--- src/rtl/ln_pkg.sv ---
`default_nettype none
// ============================================================================
// Module   : ln_pkg
// Brief    : Shared constants, Q-format defaults and FSM encoding for the
//            natural-log argument path.
// Revision : 1.0 - initial release
// ============================================================================
package ln_pkg;

    localparam int LN_XW = 16;   // log-core Xbus width
    localparam int LN_RW = 18;   // log-core result width

    localparam int LN_W  = 32;   // default operand width
    localparam int LN_IW = 16;   // default integer bits of the operand

    // ln(2) in Q0.LN_RW, used downstream to add Exp*ln2 to the log result
    localparam logic [LN_RW-1:0] LN2 = 18'd181704;

    typedef enum logic [1:0] {
        IDLE = 2'd0,
        NORM = 2'd1,
        DONE = 2'd2
    } ln_state_t;

endpackage : ln_pkg
`default_nettype wire

--- src/rtl/ln_arg_normalizer.sv ---
`default_nettype none
// ============================================================================
// Module   : ln_arg_normalizer
// Brief    : Normalizes an unsigned fixed-point operand to a [0.5,1) mantissa
//            and a signed power-of-two exponent, then launches the log core.
// Revision : 1.0 - initial release
// ============================================================================
module ln_arg_normalizer
    import ln_pkg::*;
#(
    parameter int W  = LN_W,
    parameter int IW = LN_IW,
    parameter int MW = LN_XW,
    parameter int EW = 6
) (
    input  logic          clk,
    input  logic          rst,
    input  logic          start,
    input  logic [W-1:0]  Din,
    output logic [MW-1:0] Xbus,
    output logic [EW-1:0] Exp,
    output logic          Zero,
    output logic          ln_start,
    output logic          Ready,
    output logic          Busy
);

    localparam int CW = $clog2(W);
    localparam logic [EW-1:0] c_IW_E = EW'(IW);
    localparam logic [CW-1:0] c_COARSE = CW'(4);
    localparam logic [CW-1:0] c_FINE   = CW'(1);

    ln_state_t     r_state;
    logic [W-1:0]  r_sh;
    logic [CW-1:0] r_cnt;
    logic [MW-1:0] r_xbus;
    logic [EW-1:0] r_exp;
    logic          r_zero;
    logic          r_ln_start;
    logic          r_ready;
    logic          r_busy;

    logic          w_sh_zero;
    logic          w_msb;
    logic          w_nib_zero;
    logic [EW-1:0] w_exp;

    assign w_sh_zero  = (r_sh == '0);
    assign w_msb      = r_sh[W-1];
    assign w_nib_zero = (r_sh[W-1 -: 4] == 4'd0);
    // Exponent is the integer-bit count minus however far the operand moved left
    assign w_exp      = c_IW_E - EW'(r_cnt);

    always_ff @(posedge clk or negedge rst) begin
        if (!rst) begin
            r_state    <= IDLE;
            r_sh       <= '0;
            r_cnt      <= '0;
            r_xbus     <= '0;
            r_exp      <= '0;
            r_zero     <= 1'b0;
            r_ln_start <= 1'b0;
            r_ready    <= 1'b0;
            r_busy     <= 1'b0;
        end else begin
            r_ln_start <= 1'b0;
            case (r_state)
                IDLE: begin
                    if (start) begin
                        r_sh    <= Din;
                        r_cnt   <= '0;
                        r_ready <= 1'b0;
                        r_busy  <= 1'b1;
                        r_state <= NORM;
                    end
                end
                NORM: begin
                    if (w_sh_zero) begin
                        r_zero     <= 1'b1;
                        r_xbus     <= '0;
                        r_exp      <= '0;
                        r_ready    <= 1'b1;
                        r_ln_start <= 1'b1;
                        r_busy     <= 1'b0;
                        r_state    <= DONE;
                    end else if (w_msb) begin
                        r_zero     <= 1'b0;
                        r_xbus     <= r_sh[W-1 -: MW];
                        r_exp      <= w_exp;
                        r_ready    <= 1'b1;
                        r_ln_start <= 1'b1;
                        r_busy     <= 1'b0;
                        r_state    <= DONE;
                    end else if (w_nib_zero) begin
                        r_sh  <= r_sh << 4;
                        r_cnt <= r_cnt + c_COARSE;
                    end else begin
                        r_sh  <= r_sh << 1;
                        r_cnt <= r_cnt + c_FINE;
                    end
                end
                DONE: begin
                    r_state <= IDLE;
                end
                default: begin
                    r_state <= IDLE;
                    r_busy  <= 1'b0;
                end
            endcase
        end
    end

    assign Xbus     = r_xbus;
    assign Exp      = r_exp;
    assign Zero     = r_zero;
    assign ln_start = r_ln_start;
    assign Ready    = r_ready;
    assign Busy     = r_busy;

endmodule : ln_arg_normalizer
`default_nettype wire
--- config.mk ---
export PLATFORM = sky130hd
export DESIGN_NAME = ln_arg_normalizer
export DESIGN_NICKNAME = d
export VERILOG_FILES = /design/src/rtl/ln_pkg.sv /design/src/rtl/ln_arg_normalizer.sv
export SDC_FILE = /design/constraint.sdc
export NUM_CORES = 1
export LEC_CHECK = 0
export CORE_UTILIZATION = 45
export CTS_CLUSTER_SIZE = 30
export DETAILED_ROUTE_END_ITERATION = 16
export PLACE_DENSITY = 0.84
export SYNTH_ARGS = -nofsm -noshare
export SYNTH_HDL_FRONTEND = slang
export SYNTH_SLANG_ARGS = --single-unit
--- constraint.sdc ---
create_clock -name clk -period 1.7 [get_ports clk]
set_input_delay 0.51 -clock clk [delete_from_list [all_inputs] [get_ports clk]]
set_output_delay 0.51 -clock clk [all_outputs]
set_load 0.05 [all_outputs]
==> results of run 1 <==
-- worst max-delay path, delay by kind of cell (launching register included) --
kind                   cells  cell delay (ps)
AND/OR/NAND/NOR            2              690
AO/OA/AOI/OAI              3              520
flip-flops                 1              420
buffers and inverters      1              170
-- flip-flops by register name, summed over array words and instances, names as in the netlist --
name / count
Xbus: 16
r_cnt: 5
ln_start: 1
r_state: 2
r_sh: 32
Ready: 1
Exp: 6
Busy: 1
Zero: 1
-- layout by cell type, fill, tap and decap left out, types with 3 or more instances in the layout --
cell             synthesis  final
o21ai_0                  4      3
buf_4                    0     51
mux2i_1                 24     24
mux2_4                   2      3
a211oi_1                 5      5
dfrtp_1                 65     65
o221a_1                 25     25
nand2_1                 33     33
nor4_1                   7      5
nor3_1                   6      6
clkbuf_8                 0     10
inv_1                    7      7
buf_12                   0     31
ha_1                     4      4
a22o_1                  19     19
nor2_1                   7      7
clkdlybuf4s50_1          0     33
o21ai_1                  4      4
buf_6                    0      5
-- logic make-up after synthesis --
| logic type | after synthesis | share of synthesized area, % |
|---|---|---|
| AOI/OAI and AO/OA | 79 | 22.57 |
| and+or+nand+nor | 66 | 10.23 |
| DFF | 65 | 51.57 |
| buffers and inverters | 29 | 3.848 |
| muxes | 29 | 9.639 |
| adders and majority gates | 4 | 1.587 |
| xor gates and xnor gates | 2 | 0.5554 |
-- final cells by class --
class | count | area [um^2] | area share [%]
Multi-Input combinational cell | 180 | 1456 | 29.85
Clock inverter | 6 | 67.56 | 1.385
Sequential cell | 65 | 1627 | 33.33
Inverter | 9 | 33.78 | 0.6923
Clock buffer | 10 | 137.6 | 2.821
Tap cell | 96 | 120.1 | 2.462
Timing Repair Buffer | 123 | 1438 | 29.46
-- power by group through the flow --
stage | Combinational, mW | Sequential [mW] | Clock (mW)
final | 6.37 | 2.94 | 1.35
after global routing | 6.71 | 3.02 | 1.42
after CTS | 6.22 | 2.91 | 1.36
after detailed placement | 5.97 | 2.91 | 0
after global placement | 5.78 | 2.87 | 0
after floorplan | 2.38 | 3.72 | 0
-- per-stage QoR --
stage	setup WS (ps)	hold slack (ps)	power (mW)	instances	utilization, %
final	-217.5	106.9	10.67	489	71.82
after global placement	-402.8	480.9	8.657	468	66.80
after floorplan	-71.07	214.4	6.101	274	-
after detailed placement	-465.0	488.1	8.885	468	66.80
after CTS	-140.3	108.7	10.48	488	71.47
after global routing	-264.4	134.0	11.15	489	71.82
-- path summary, 6_finish.rpt --
check	from	end	slack (ps)	cells after the start
min reg2reg	Ready	Ready	560	1
max in group asynchronous	rst	r_sh[14]	1080	2
min	rst	Exp[1]	110	1
max reg2reg	r_sh[29]	r_sh[25]	-220	6
max	r_sh[29]	r_sh[25]	-220	6
min in group clk	Ready	Ready	560	1
-- metal layers --
metal,global-route usage [%],share of wire (%),vias to the layer above
met1,33.85,42,1416
met2,43.13,50,147
met5,0,0,-
met3,4.524,5.8,21
li1,-,-,1274
met4,10.15,2.2,0
-- repair_timing --
item / in CTS / in global routing
buffers inserted: 4 / 1
gates resized for setup: 14 / 6
pin swaps: 12 / 3
gates cloned: 2 / 0
hold buffers: 0 / 0
endpoints found under the setup margin: 56 / 59
==> run_results.csv, run 1 <==
group,metric,value,unit
run_status,status,"complete, but fails checks",
run_status,violations,"setup timing",
synth,syn-num-nets,313,
route,routed_via_density,5.845,
cts,cts_tree,"yes",
setup_path,crit_path_max_fanout,12,
die,die_x,85.72,um
pwr,swShare,41.50,%
sta,slew_headroom,67.38,%
pwr,switchingPower,4.428,mW
finish,area_delta_synth_final,54.70,%
synth,yosysTopAreaCell,"dfrtp_1",
pwr,comb_power_share,59.7,%
setup_path,cp.arrival,2150,ps
synth,synth_top_area_share,51.57,%
setup_path,cp_slowest_cell,"dfrtp_1",
finish,diodes,0,
cts,cts_made_buffers,9,
sta,rsz0062_at_grt,"yes",
route,wirelength,9171,um
sta,finalSetupViolCount,57,
die,ios,61,
die,coreArea,0.006794,mm^2
pwr,p_leak,2.023,nW
setup_path,cp_cell_sequence,"nor4_4 -> and4_4 -> a21o_4 -> a21oi_4 -> buf_6 -> o221a_1",
sta,fin_ws,-217.5,ps
grt,grt_use_total,25.92,%
sta,finalHoldViolations,0,
finish,postLayoutCellArea,0.004880,mm^2
setup_path,cp.required,1930,ps
setup_path,critPathMaxStageDelay,420,ps
setup_path,crit_type,"reg -> reg",
pwr,cellPowerDensity,2187,mW/mm^2
synth,synthCells,274,
pwr,p_int,6.242,mW
finish,fill_cells,420,
route,drtAntennaViolNets,0,
die,die_area,0.007348,mm^2
synth,async_flop_share,100.0,%
route,num_vias,2858,
route,post_drt_wl_per_cell,18.75,um
sta,max_freq,521.5,MHz
placement,place_congestion,0.8521,
placement,hpwl,5961,um
route,drt-pass1-iter-count,5,
synth,synth_edf_count,0,
cts,path_clk_slew,80,ps
grt,grt_pass1_vias,2866,
cts,clk_latency,350,ps
finish,layout.nets,427,
finish,drive_above_1_share,31.30,%
synth,yosysWarnings,0,
pwr,clkPwrFrac,12.7,%
route,first_iter_violations,272,
job,max_cap_violations,0,
sta,drv_slew,0,
grt,grt_first_pass_wirelength,14510,um
synth,synth_common_cells,"dfrtp_1, nand2_1, o221a_1",
synth,synth.area.top_cells,"dfrtp_1, o221a_1, mux2i_1",
synth,avgSynthCellArea,11.51,um^2
route,drc,0,
sta,period_needed,1917,ps
setup_path,start_kind,"flop",
synth,synth_ff_type,"dfrtp_1",
grt,grt_antenna_before_repair,0,
placement,place_area,0.004538,mm^2
synth,synth-seq-area-share,51.57,%
hold_path,min_path_type,"in -> async",
synth,synth_cell_type_count,44,
sta,tightest_slew,489.3,ps
sta,fin_crit_sh,112.8,%
cts,clock-sinks,65,
cts,clockBufferDepth,2,
pwr,pwr-share-seq,27.6,%
placement,numPortBuffers,60,
die,fp.dieH,85.72,um
setup_path,setup.worst_path.end_class,"flop",
cts,htreeDepth,3,
pwr,worst_ir_drop_vdd,0.8669,mV
cts,cts-root-buf,"clkbuf_8",
grt,overflow,0,
synth,postSynthRegisterBits,65,
synth,post-synth-top-count-cell,"dfrtp_1",
synth,syn-cell-area,0.003154,mm^2
die,start_util,46.43,%
sta,fin_skew,8.971,ps
grt,grt_max_degree,26,
die,rows,30,
sta,setup_tns,-9966,ps
(Power assumes the default switching activity.)
==> run 2, diff against run 1 <==
Settings changed: CORE_MARGIN set to 4, MAX_ROUTING_LAYER set to met4.
==> run 2 against run 1 <==
Compared with the run above: the flow still finishes with violations (setup timing); fmax decreased by 3.5%; routed wire length rose by 20%; worst hold slack worse by 24 ps; non-clock buffer count is 13 higher; count of clock-buffer cells in the layout rose by 3; clock power barely moved; first-iteration DRC count up 21%; die area up 14%; core utilization rose by 2.9 points; final cell count up 2.9%.
==> run_results.csv, run 2 (synthesis results as in run 1) <==
group,metric,value,unit
sta,slew_headroom,71.05,%
route,first_iter_violations,330,
setup_path,cp.required,1930,ps
cts,cts_tree,"yes",
cts,clock-sinks,65,
setup_path,cp.arrival,2210,ps
sta,finalSetupViolCount,61,
finish,fill_cells,414,
cts,path_clk_slew,80,ps
run_status,status,"complete, but fails checks",
route,drc,0,
finish,largest_reg_flops,32,
finish,layout.nets,441,
sta,period_needed,1986,ps
grt,grt_first_pass_wirelength,14790,um
die,fp.dieH,91.72,um
sta,fin_skew,14.21,ps
grt,grt_pass1_vias,2942,
setup_path,r2r-end,"Exp[3]",
pwr,worst_ir_drop_vdd,0.9074,mV
finish,utilization,74.68,%
cts,clk_latency,360,ps
cts,hold_buffers,0,
route,drtAntennaViolNets,0,
setup_path,critPathMaxStageDelay,420,ps
sta,fin_crit_sh,116.8,%
grt,grt_antenna_before_repair,0,
route,drt-pass1-iter-count,4,
finish,area_delta_synth_final,60.85,%
finish,drive_above_1_share,35.38,%
finish,multi_input_area,0.001529,mm^2
cts,htreeDepth,3,
setup_path,worstSetupStartpoint,"r_sh[2]",
die,ios,61,
route,wirelength,11010,um
die,start_util,46.43,%
route,num_vias,3086,
die,die_area,0.008413,mm^2
placement,numPortBuffers,60,
run_status,violations,"setup timing",
sta,max_freq,503.5,MHz
finish,diodes,0,
sta,finalHoldViolations,0,
sta,fin_ws,-286.3,ps
placement,place_area,0.004553,mm^2
cts,clockBufferDepth,2,
finish,seqCellArea,0.001627,mm^2
setup_path,reg2reg_depth,6,
job,max_cap_violations,0,
sta,rsz0062_at_grt,"yes",
finish,most-common-layout-cells,"dfrtp_1, buf_4, nand2_1, clkdlybuf4s50_1, buf_12",
finish,postLayoutCellArea,0.005074,mm^2
die,rows,30,
finish,mostFrequentLayoutCell,"dfrtp_1",
route,post_drt_wl_per_cell,21.88,um
pwr,p_leak,2.110,nW
setup_path,crit_path_max_fanout,8,
hold_path,min_path_type,"in -> async",
sta,tightest_slew,431.7,ps
placement,hpwl,6514,um
pwr,cellPowerDensity,2209,mW/mm^2
setup_path,cp_top_family,"simple AND/OR/NAND/NOR gates",
cts,cts_made_buffers,9,
route,routed_via_density,6.135,
finish,largest_register,"r_sh",
grt,overflow,0,
setup_path,crit_type,"reg -> reg",
cts,cts-root-buf,"clkbuf_8",
setup_path,r2r_setup_slack,-290,ps
grt,grt_use_total,23.21,%
setup_path,path_buf_inv,1,
sta,drv_slew,0,
die,die_x,91.72,um
setup_path,regToRegStartpoint,"r_sh[2]",
grt,grt_max_degree,33,
die,coreArea,0.006794,mm^2
setup_path,cp_slowest_cell,"dfrtp_1",
placement,place_congestion,0.9107,
setup_path,setup.worst_path.end_class,"flop",
setup_path,cp_cell_sequence,"nor4_2 -> and4_1 -> a21o_4 -> nand2_4 -> buf_6 -> a32o_1",
setup_path,start_kind,"flop",
[run 2: power breakdown]
part / internal, mW / switching, mW / total [mW]
sequential: 2.27 / 0.704 / 2.98
combinational: 3.48 / 3.43 / 6.91
clock: 0.715 / 0.604 / 1.32
total: 6.47 / 4.74 / 11.2
[run 2: layout make-up]
cell class	count	area share, %
clock inverter	3	0.7891
timing repair buffer	136	31.00
inverter	9	0.7152
clock buffer	13	2.935
sequential	65	32.06
tap	96	2.367
multi-input combinational	181	30.14
[run 2: per-layer routing]
metal | vias to the layer above | routed length, um | global-route usage, %
li1 | 1309 | - | -
met1 | 1535 | 4255 | 27.76
met2 | 197 | 5485 | 38.53
met3 | 45 | 810 | 4.430
met4 | 0 | 454 | 9.777
met5 | - | 0 | -
[run 2: per-stage QoR]
| stage | power [mW] | hold WS, ps | instances | setup slack, ps | setup TNS [ps] |
|---|---|---|---|---|---|
| 6_report | 11.21 | 83.31 | 503 | -286.3 | -12320 |
| 5_1_grt | 11.66 | 87.30 | 503 | -319.9 | -14890 |
| 4_1_cts | 10.60 | 91.42 | 489 | -118.3 | -4568 |
| 3_5_place_dp | 8.997 | 454.5 | 470 | -462.3 | -16530 |
| 3_3_place_gp | 8.718 | 443.1 | 470 | -387.7 | -13800 |
| 2_1_floorplan | 6.101 | 214.4 | 274 | -71.07 | -1724 |
[run 2: worst max path at each step]
stage,cells past startpoint,end
2_1_floorplan,6,Xbus[12]
3_3_place_gp,6,r_sh[10]
3_5_place_dp,6,r_sh[16]
4_1_cts,7,Xbus[10]
5_1_grt,6,Exp[3]
6_report,6,Exp[3]
[run 2: timing repair]
action | in CTS | in global routing
endpoints found under the setup margin | 56 | 60
gates resized for setup | 18 | 22
gates cloned | 3 | 3
buffers inserted | 0 | 11
pin swaps | 39 | 8
==> run 3, diff against run 2 <==
Settings changed: MAX_ROUTING_LAYER met4 to not set.
==> run 3 against run 2 <==
Compared with the run above: the flow still finishes with violations (setup timing); count of clock-buffer cells in the layout unchanged; highest routed layer unchanged; critical path type unchanged; first-iteration DRC count decreased by 5.2%; setup slack better by 94 ps; sequential share of layout area hardly changed; register-to-register slack gained 90 ps; fmax rose by 5.0%; clock power shrank 3%; non-clock buffer count unchanged; routed wire length is 4.1% lower; design area barely moved; worst hold slack gained 5.8 ps.
==> run_results.csv, run 3 (synthesis results as in run 1) <==
group,metric,value,unit
run_status,status,"complete, but fails checks",
run_status,violations,"setup timing",
setup_path,cp_top_family,"simple AND/OR/NAND/NOR gates",
placement,numPortBuffers,60,
cts,cts_made_buffers,9,
setup_path,cp_slowest_cell,"dfrtp_1",
setup_path,cp_cell_sequence,"nor4_4 -> buf_4 -> buf_8 -> buf_4 -> a211oi_1 -> nor3_1 -> mux2_4",
pwr,cellPowerDensity,2196,mW/mm^2
route,wirelength,10560,um
cts,cts-root-buf,"clkbuf_8",
finish,largest_register,"r_sh",
setup_path,start_kind,"flop",
sta,drv_slew,0,
setup_path,cp.arrival,2170,ps
route,routed_via_density,6.024,
finish,seqCellArea,0.001627,mm^2
sta,finalSetupViolCount,61,
grt,overflow,0,
finish,area_delta_synth_final,60.77,%
cts,htreeDepth,3,
setup_path,crit_top_cell,"buf_4",
route,post_drt_wl_per_cell,20.99,um
sta,tightest_slew,580.2,ps
cts,clock-sinks,65,
sta,slew_headroom,61.32,%
pwr,power.total,11.14,mW
sta,fin_ws,-192.1,ps
placement,hpwl,6514,um
setup_path,cp.required,1980,ps
finish,layout.nets,441,
sta,rsz0062_at_grt,"yes",
finish,multi_input_area,0.001526,mm^2
cts,clockBufferDepth,2,
sta,fin_skew,10.64,ps
sta,max_freq,528.5,MHz
die,ios,61,
route,drt-pass1-iter-count,5,
route,drtAntennaViolNets,0,
cts,hold_buffers,0,
grt,grt_antenna_before_repair,0,
route,num_vias,3030,
die,rows,30,
finish,drive_above_1_share,35.63,%
placement,place_congestion,0.8955,
grt,grt_use_total,22.56,%
grt,grt_max_degree,33,
finish,fill_cells,409,
job,max_cap_violations,0,
finish,most-common-layout-cells,"dfrtp_1, buf_4, nand2_1, clkdlybuf4s50_1, buf_12",
setup_path,r2r_setup_slack,-190,ps
hold_path,min_path_type,"in -> async",
pwr,p_leak,2.107,nW
route,first_iter_violations,313,
setup_path,setup.worst_path.end_class,"flop",
placement,place_area,0.004553,mm^2
sta,finalHoldViolations,0,
setup_path,crit_path_max_fanout,5,
setup_path,critPathMaxStageDelay,430,ps
finish,postLayoutCellArea,0.005071,mm^2
finish,largest_reg_flops,32,
grt,grt_first_pass_wirelength,14770,um
finish,diodes,0,
die,coreArea,0.006794,mm^2
cts,clk_latency,340,ps
placement,place_ws,-462.3,ps
die,die_area,0.008413,mm^2
die,start_util,46.43,%
sta,fin_crit_sh,111.3,%
setup_path,path_buf_inv,3,
sta,period_needed,1892,ps
cts,path_clk_slew,70,ps
finish,mostFrequentLayoutCell,"dfrtp_1",
setup_path,crit_type,"reg -> reg",
cts,cts_tree,"yes",
grt,grt_pass1_vias,2950,
pwr,worst_ir_drop_vdd,0.8800,mV
route,drc,0,
die,fp.dieH,91.72,um
die,die_x,91.72,um
sta,setup_tns,-8680,ps
==> run 3: cell counts in the layout (fill, tap and decap cells not counted) <==
No cell type changed its count.
==> run 3: metrics by stage <==
stage               util (%)  std cells  hold slack [ps]
finish                 74.64        503            89.08
floorplan                  -        274            214.4
global placement       67.02        470            443.1
global route           74.64        503            84.79
CTS                    71.20        489            91.42
detailed placement     67.02        470            454.5
==> run 3: layout make-up <==
| class | count | area share [%] |
|---|---|---|
| sequential | 65 | 32.08 |
| timing repair buffer | 136 | 31.01 |
| tap | 96 | 2.369 |
| clock buffer | 13 | 2.936 |
| multi-input combinational | 181 | 30.10 |
| inverter | 9 | 0.7155 |
| clock inverter | 3 | 0.7895 |
==> run 3: final timing paths <==
| kind | depth (start not counted) | to | from |
|---|---|---|---|
| max | 7 | r_sh[29] | r_sh[31] |
| min | 1 | r_cnt[1] | rst |
| max reg2reg | 7 | r_sh[29] | r_sh[31] |
| min reg2reg | 1 | Ready | Ready |
| max in group asynchronous | 2 | r_sh[15] | rst |
| min in group clk | 1 | Ready | Ready |
==> run 3: per-layer routing <==
layer | vias up | track usage, % | share of wire, %
li1 | 1307 | - | -
met1 | 1516 | 27.60 | 40
met2 | 161 | 38.65 | 50
met3 | 46 | 4.430 | 6.0
met4 | 0 | 9.777 | 4.0
met5 | - | 0 | 0
==> run 3: power by group <==
part           leakage, nW  switching (mW)  total [mW]  internal [mW]
combinational         1.24            3.42        6.90           3.48
clock               0.0974           0.567        1.28          0.714
sequential           0.775           0.685        2.96           2.27
total                 2.11            4.67        11.1           6.46
==> run 3: repair_timing <==
action | CTS | global route
pin swaps | 39 | 9
setup endpoints to repair | 56 | 59
gates resized for setup | 18 | 22
buffers inserted | 0 | 11
gates cloned | 3 | 3
